### config.mk
export PLATFORM = sky130hd
export DESIGN_NAME = multiplier_array_pipe_hs
export DESIGN_NICKNAME = d
export VERILOG_FILES = /design/src/rtl/multiplier_array_pipe_hs.sv
export SDC_FILE = /design/constraint.sdc
export NUM_CORES = 1
export LEC_CHECK = 0
export ABC_CLOCK_PERIOD_IN_PS = 6000
export BUFFER_PORTS_ARGS = -buffer_cell sky130_fd_sc_hd__buf_2
export CORE_UTILIZATION = 40
export DETAILED_ROUTE_END_ITERATION = 7
export HOLD_SLACK_MARGIN = 0.02
export MAX_ROUTING_LAYER = met4
export PLACE_DENSITY = 0.63
export SYNTH_ARGS = -nofsm -noshare
export SYNTH_HDL_FRONTEND = slang
export SYNTH_SLANG_ARGS = --single-unit
### constraint.sdc
create_clock -name clk -period 6 [get_ports clk]
set_clock_uncertainty 0.2 [all_clocks]
set_input_delay 1.2 -clock clk [delete_from_list [all_inputs] [get_ports clk]]
set_output_delay 1.2 -clock clk [all_outputs]
set_load 0.02 [all_outputs]
### src/rtl/multiplier_array_pipe_hs.sv
// ---------------------------------------------------------------------------
// multiplier_array_pipe_hs
//
// Pipelined array multiplier with valid/ready flow control and a per-item
// signed/unsigned mode. The partial-product rows of a width x width array are
// spread evenly over `stages` register stages. Each stage carries its running
// partial sum along with the operands and the mode bit, so every item is
// finished with the mode it was sampled with. The whole pipe advances as one
// unit whenever the output register is empty or being drained, which gives a
// throughput of one product per cycle and lossless backpressure.
//
// Parameters
//   width   operand width in bits (>= 2); the product is 2*width bits
//   stages  number of register stages (1..width); unstalled latency in cycles
//
// Ports
//   clk          rising-edge clock
//   rst          asynchronous reset, active high
//   in_valid     a, b and signed_mode carry an item this cycle
//   in_ready     pipe can accept an item this cycle
//   a            multiplicand
//   b            multiplier
//   signed_mode  1: a, b and y are two's complement, 0: unsigned
//   out_valid    y holds a finished product
//   out_ready    consumer takes y this cycle
//   y            registered product a*b
// ---------------------------------------------------------------------------
module multiplier_array_pipe_hs #(
   parameter int width  = 8,
   parameter int stages = 4
) (
   input  logic                 clk,
   input  logic                 rst,
   input  logic                 in_valid,
   output logic                 in_ready,
   input  logic [width-1:0]     a,
   input  logic [width-1:0]     b,
   input  logic                 signed_mode,
   output logic                 out_valid,
   input  logic                 out_ready,
   output logic [2*width-1:0]   y
);

   localparam int ProdWidth = 2 * width;
   localparam int RowsPerStage = (width + stages - 1) / stages;

   // Adds the partial-product rows lo..hi-1 of opA*opB to sumIn. In signed
   // mode the multiplicand is sign-extended to the full product width and the
   // row belonging to the sign bit of opB is subtracted, since that bit has a
   // weight of -2^(width-1). All arithmetic wraps at 2*width bits, which is
   // exactly the width of a full-precision product, so nothing overflows.
   function automatic logic [ProdWidth-1:0] addRows(
      input logic [ProdWidth-1:0] sumIn,
      input logic [width-1:0]     opA,
      input logic [width-1:0]     opB,
      input logic                 mode,
      input int                   lo,
      input int                   hi
   );
      logic [ProdWidth-1:0] acc;
      logic [ProdWidth-1:0] aExt;
      logic [ProdWidth-1:0] row;
      acc  = sumIn;
      aExt = mode ? {{width{opA[width-1]}}, opA} : {{width{1'b0}}, opA};
      row  = '0;
      for (int j = 0; j < width; j++) begin
         if (j >= lo && j < hi && opB[j]) begin
            row = aExt << j;
            if (mode && j == width - 1) begin
               acc = acc - row;
            end else begin
               acc = acc + row;
            end
         end
      end
      return acc;
   endfunction

   logic                 valid_q [stages];
   logic                 valid_d [stages];
   logic [ProdWidth-1:0] sum_q   [stages];
   logic [ProdWidth-1:0] sum_d   [stages];
   logic [width-1:0]     opA_q   [stages];
   logic [width-1:0]     opA_d   [stages];
   logic [width-1:0]     opB_q   [stages];
   logic [width-1:0]     opB_d   [stages];
   logic                 mode_q  [stages];
   logic                 mode_d  [stages];

   logic                 predValid [stages];
   logic [ProdWidth-1:0] predSum   [stages];
   logic [width-1:0]     predA     [stages];
   logic [width-1:0]     predB     [stages];
   logic                 predMode  [stages];

   logic adv;

   // The pipe moves forward only when the output slot is free or is being
   // taken this cycle; otherwise every stage holds. Accepting input is tied to
   // the same condition, so an item can never be pushed into a frozen pipe.
   always_comb begin
      adv = !valid_q[stages-1] || out_ready;
   end

   // Each stage's predecessor: stage 0 is fed straight from the input ports
   // with an empty partial sum, every later stage from the register in front
   // of it. A cycle without in_valid pushes a bubble into stage 0.
   always_comb begin
      predValid[0] = in_valid;
      predSum[0]   = '0;
      predA[0]     = a;
      predB[0]     = b;
      predMode[0]  = signed_mode;
      for (int k = 1; k < stages; k++) begin
         predValid[k] = valid_q[k-1];
         predSum[k]   = sum_q[k-1];
         predA[k]     = opA_q[k-1];
         predB[k]     = opB_q[k-1];
         predMode[k]  = mode_q[k-1];
      end
   end

   // Next-state for every stage: add this stage's slice of rows to the sum
   // coming from the predecessor. Stages whose row range is empty (possible
   // when width does not divide evenly) simply pass the sum through.
   always_comb begin
      for (int k = 0; k < stages; k++) begin
         int lo;
         int hi;
         lo = k * RowsPerStage;
         hi = (k + 1) * RowsPerStage;
         if (hi > width) begin
            hi = width;
         end
         valid_d[k] = predValid[k];
         opA_d[k]   = predA[k];
         opB_d[k]   = predB[k];
         mode_d[k]  = predMode[k];
         sum_d[k]   = addRows(predSum[k], predA[k], predB[k], predMode[k], lo, hi);
      end
   end

   // Stage registers. Reset clears everything, which discards any in-flight
   // items and forces the output to zero at once. Without reset, all stages
   // load together on an advance cycle and hold together on a stall.
   always_ff @(posedge clk or posedge rst) begin
      if (rst) begin
         for (int k = 0; k < stages; k++) begin
            valid_q[k] <= 1'b0;
            sum_q[k]   <= '0;
            opA_q[k]   <= '0;
            opB_q[k]   <= '0;
            mode_q[k]  <= 1'b0;
         end
      end else if (adv) begin
         for (int k = 0; k < stages; k++) begin
            valid_q[k] <= valid_d[k];
            sum_q[k]   <= sum_d[k];
            opA_q[k]   <= opA_d[k];
            opB_q[k]   <= opB_d[k];
            mode_q[k]  <= mode_d[k];
         end
      end
   end

   // The last stage is the output register, so y never sees a combinational
   // path from the operand inputs.
   always_comb begin
      in_ready  = adv;
      out_valid = valid_q[stages-1];
      y         = sum_q[stages-1];
   end

endmodule
# [Yosys cells after proc, flatten, opt, wreduce, memory -nomap -nowiden]
# Index checks and enable logic that the tools add are counted.
[totals] out_inout_bits=18 reg_bits=119 elab_cells=40
[classes] add_sub_neg=8 reduce_logical=2 muxes=13
[op_table] cell="$mux 16" n=10
[op_table] cell="$add 16x16->16" n=7
[op_table] cell="$sub 16x16->16" n=1
[op_table] cell="$mux 14" n=1
[op_table] cell="$mux 12" n=1
[op_table] cell="$mux 10" n=1
[op_table] cell="$logic_not 1->1" n=1
[op_table] cell="$logic_or 1x1->1" n=1

# [Depth between registers and ports, before layout]
[logic_depth] word_depth=6 depth_mapped=19 depth_no_buf=19

# [Least setup slack after synthesis]
# Ideal clock, no wire load.
[synth_path] path_type="register -> register" start="reg opA_q (netlist bit opA_d[20])" end="reg sum_q (netlist bit predSum[30])" arrival_time_ns=3.861 slack_ns=1.794 path_stages_with_launch=17 period_less_slack_ns=4.206 required_time_ns=5.655 n_path_buf=0 cell_sequence="dfrtp_1 ha_1 and3_1 a221oi_2 nor2b_1 xnor2_1 mux2_2 ha_1 o21ai_0 inv_1 o31a_1 o31ai_4 nor3_1 o311a_1 o2111a_1 a2111oi_1 o311ai_1"
[synth_via] elab_chain_len=5
[synth_lines] element="start: declaration" line_no="83" rtl="logic [width-1:0] opA_q [stages];"
[synth_lines] element="start signal: indexed assignment" line_no="159" rtl="opA_q[k] <= opA_d[k];"
[synth_lines] element="$mux 14 *" line_no="64" rtl="aExt = mode ? {{width{opA[width-1]}}, opA} : {{width{1'b0}}, opA};"
[synth_lines] element="$add 16x16->16" line_no="72" rtl="acc = acc + row;"
[synth_lines] element="$mux 16" line_no="67" rtl="if (j >= lo && j < hi && opB[j]) begin"
[synth_lines] element="$add 16x16->16" line_no="72"
[synth_lines] element="$mux 16 *" line_no="67"
[synth_lines] element="end signal: indexed assignment" line_no="158" rtl="sum_q[k] <= sum_d[k];"
[synth_lines] element="end: declaration" line_no="81" rtl="logic [ProdWidth-1:0] sum_q [stages];"
# Mark *: on every way between the ends. The rest lies on a longest branch, timed or not.
# A chain may end at the register's enable or synchronous reset.

# [Worst setup path after layout]
[layout_path] start="reg opA_q (netlist bit opA_d[19])" end="reg sum_q (netlist bit predSum[30])"
# Same word-level chain as after synthesis.

==> results.cfg <==
[timing]
setup_violations = 0
timing.final.hold_violations = 0
finalCriticalPeriod_ns = 4.57
relSlewSlack_pct = 30.3
drv_slew = 0
fin_tns_setup_ns = 0
worst_slew_pin_slew_ns = 1.04
fin_crit_sh_pct = 76.1
fmax_mhz = 219
grt_setup_unrepaired = false

[yosys]
synth_mux_area_share_pct = 4.86
synth_xor_area_share_pct = 6.03
mappedNetlistNets = 1047
synth.most_common_cell = nand2_1
synth-async-reset-ratio_pct = 100
synth-edff-count = 0
ys_ff_latch = 107
netlist_area_um2 = 7930
synth-compound-area-share_pct = 18.5
yosysWarnings = 0
ys_types = 67
synthTopCellsByArea = dfrtp_1 34%, ha_1 11%, nand2_1 10%
synth.top_cells.by_count = 214 x nand2_1, 107 x dfrtp_1, 67 x ha_1
synth.largest_area_cell = dfrtp_1
synth_fa_ha_area_share_pct = 12.3
synth_top_family_by_area = simple AND/OR/NAND/NOR gates
synth-simple-area-share_pct = 20.2
synth_top_area_share_pct = 33.8
yosysSeqAreaShare_pct = 33.8
synthCells = 952
ys.flop_type = dfrtp_1
avgSynthCellArea_um2 = 8.33

[floorplanning]
core_um2 = 19500
initial_utilization_pct = 40.7
num_rows = 51
ioPinCount = 39
fp.dieH_um = 143
die_area_um2 = 20400
die_w_um = 143

[cts]
post_cts_resize_count = 0
cts-root-buf = clkbuf_16
cts-htree-levels = 3
numCtsBuffers = 9
hold_buffers = 0
clk_pin_slew_worst_paths_ns = 0.08
clk_latency_ns = 0.36
cts_tree = done
postCtsSetupBuffers = 0
clock_sinks = 107
cts_buffer_depth = 2

[routing]
post_drt_wl_per_cell_um = 14.6
drtIter0Drc = 314
routed_wl_um = 18000
vias = 6392
drc_errors = 0
dr.pass1.iters = 4
viasPerCell = 5.19
ant_nets = 0

[run]
maxCapViolCount = 0

[placed_design]
dp_hpwl_um = 13100
port_buffers = 38
dp.cells = 1216
place_congestion = 0.882

[worst_setup_path]
cp_slowest_cell = dfrtp_1
worstPathRequired_ns = 6.00
cp_cell_sequence = ha_1, and3_1, a221oi_2, nor2b_1, xnor2_1, mux2_2, ha_1, o21ai_0, inv_1, o31a_1, o31ai_4, nor3_1, o311a_1, o2111a_1, a2111oi_1, o311ai_1
critPathMaxStageDelay_ns = 0.42
critPathArrivalTime_ns = 4.57
crit_top_cell = ha_1
critPathLaunchType = flop
crit_fanout = 5
path_class = flop to flop
end_kind = flop

[status]
status = completed

[final_layout]
area_growth_pct = 8.87
final_cells = 1232
num-nets-final = 1057
drive_above_1_share_pct = 9.82
num_antenna_cells = 0

[global_routing]
grt_start_max_net_pins = 101
grt_pass1_vias = 6202
grt_pass1_wl_um = 30400
antenna_found_initial = 0
overflow = 0
grt_util_all_layers_pct = 19.4

[worst_hold_path]
hold_class = flop to flop
## sequential cells by signal, summed over array words and instances (netlist names)
register   cells
mode_d         3
opA_d         24
opB_d         12
out_valid      1
predSum       48
predValid      3
y             16
## cell families (layout without fill, tap and decap cells)
logic type | Yosys count | in the layout
multiplexers | 36 | 36
AND/OR/NAND/NOR | 369 | 369
adder cells (fa/ha/maj) | 74 | 74
AO/OA/AOI/OAI | 224 | 224
buffers and inverters | 89 | 104
flip-flops | 107 | 107
XOR/XNOR | 53 | 53
## final cells by class
| type | instances | area, um^2 |
|---|---|---|
| multi-input cells | 756 | 4920 |
| fillers | 1936 | 10800 |
| flip-flops and latches | 107 | 2680 |
| well taps | 265 | 332 |
| clock inverters | 6 | 71.3 |
| clock buffers | 10 | 239 |
| repair buffers | 41 | 213 |
| inverters | 47 | 180 |
## metrics by stage
step                      utilization (%)  area, um^2  setup WS (ns)  hold WS, ns
after floorplan                         -        7930           1.78        0.230
after global placement               42.8        8320           1.54        0.242
after detailed placement             42.8        8320           1.46        0.248
after CTS                            44.3        8630           1.43        0.266
after global routing                 44.3        8630           1.07        0.291
final                                44.3        8630           1.43        0.262
## critical path, delay by kind of cell, from the launching register on
| kind | cells | cell delay [ns] |
|---|---|---|
| AND/OR/NAND/NOR | 3 | 0.56 |
| buffers and inverters | 1 | 0.10 |
| flip-flops | 1 | 0.42 |
| adder cells (fa/ha/maj) | 2 | 0.70 |
| XOR/XNOR | 1 | 0.08 |
| multiplexers | 1 | 0.28 |
| AO/OA/AOI/OAI | 8 | 2.08 |
## layer usage
layer	GRT usage, %	share of wire [%]
met5	-	0
met3	2.78	3.2
met2	32.4	49
met4	6.40	1.4
met1	24.1	47
## cells in the final DEF, fill, tap and decap left out, types with 4 or more instances in the layout
| cell type | synthesis | final |
|---|---|---|
| nand2_1 | 214 | 214 |
| dfrtp_1 | 107 | 107 |
| ha_1 | 67 | 67 |
| o21ai_0 | 65 | 65 |
| nor2_1 | 65 | 65 |
| a21oi_1 | 57 | 57 |
| xnor2_1 | 45 | 45 |
| inv_1 | 45 | 44 |
| buf_2 | 3 | 38 |
| nor3_1 | 22 | 22 |
| mux2_2 | 20 | 20 |
| mux2i_1 | 16 | 16 |
| a21o_1 | 16 | 16 |
| a31oi_1 | 11 | 11 |
| nand3_1 | 11 | 11 |
| o21a_1 | 10 | 10 |
| nor2b_1 | 11 | 10 |
| and3_1 | 9 | 9 |
| clkbuf_16 | 0 | 9 |
| xor2_1 | 7 | 7 |
| a211oi_1 | 7 | 7 |
| and2_1 | 7 | 7 |
| fa_1 | 7 | 7 |
| a21boi_0 | 6 | 6 |
| nand2b_1 | 6 | 6 |
| o31ai_1 | 5 | 5 |
| o21bai_1 | 4 | 4 |
| a211o_1 | 4 | 4 |
| o31a_1 | 4 | 4 |
| nor4b_1 | 4 | 4 |
| or2_2 | 4 | 4 |
| nor4_1 | 4 | 4 |
## final timing paths
| kind | startpoint | endpoint | slack (ns) | cells after the start |
|---|---|---|---|---|
| min | predValid[0] | predValid[0] | 0.26 | 2 |
| min reg2reg | predValid[0] | predValid[0] | 0.26 | 2 |
| max reg2reg | opA_d[19] | predSum[30] | 1.43 | 16 |
| max | opA_d[19] | predSum[30] | 1.43 | 16 |
| max in group asynchronous | rst | predSum[18] | 3.77 | 3 |
| min in group asynchronous | rst | opB_d[23] | 0.86 | 2 |
Power is left out: the tool's default activity adds up to more than one toggle a clock period on the data nets, which glitch-free logic cannot reach.
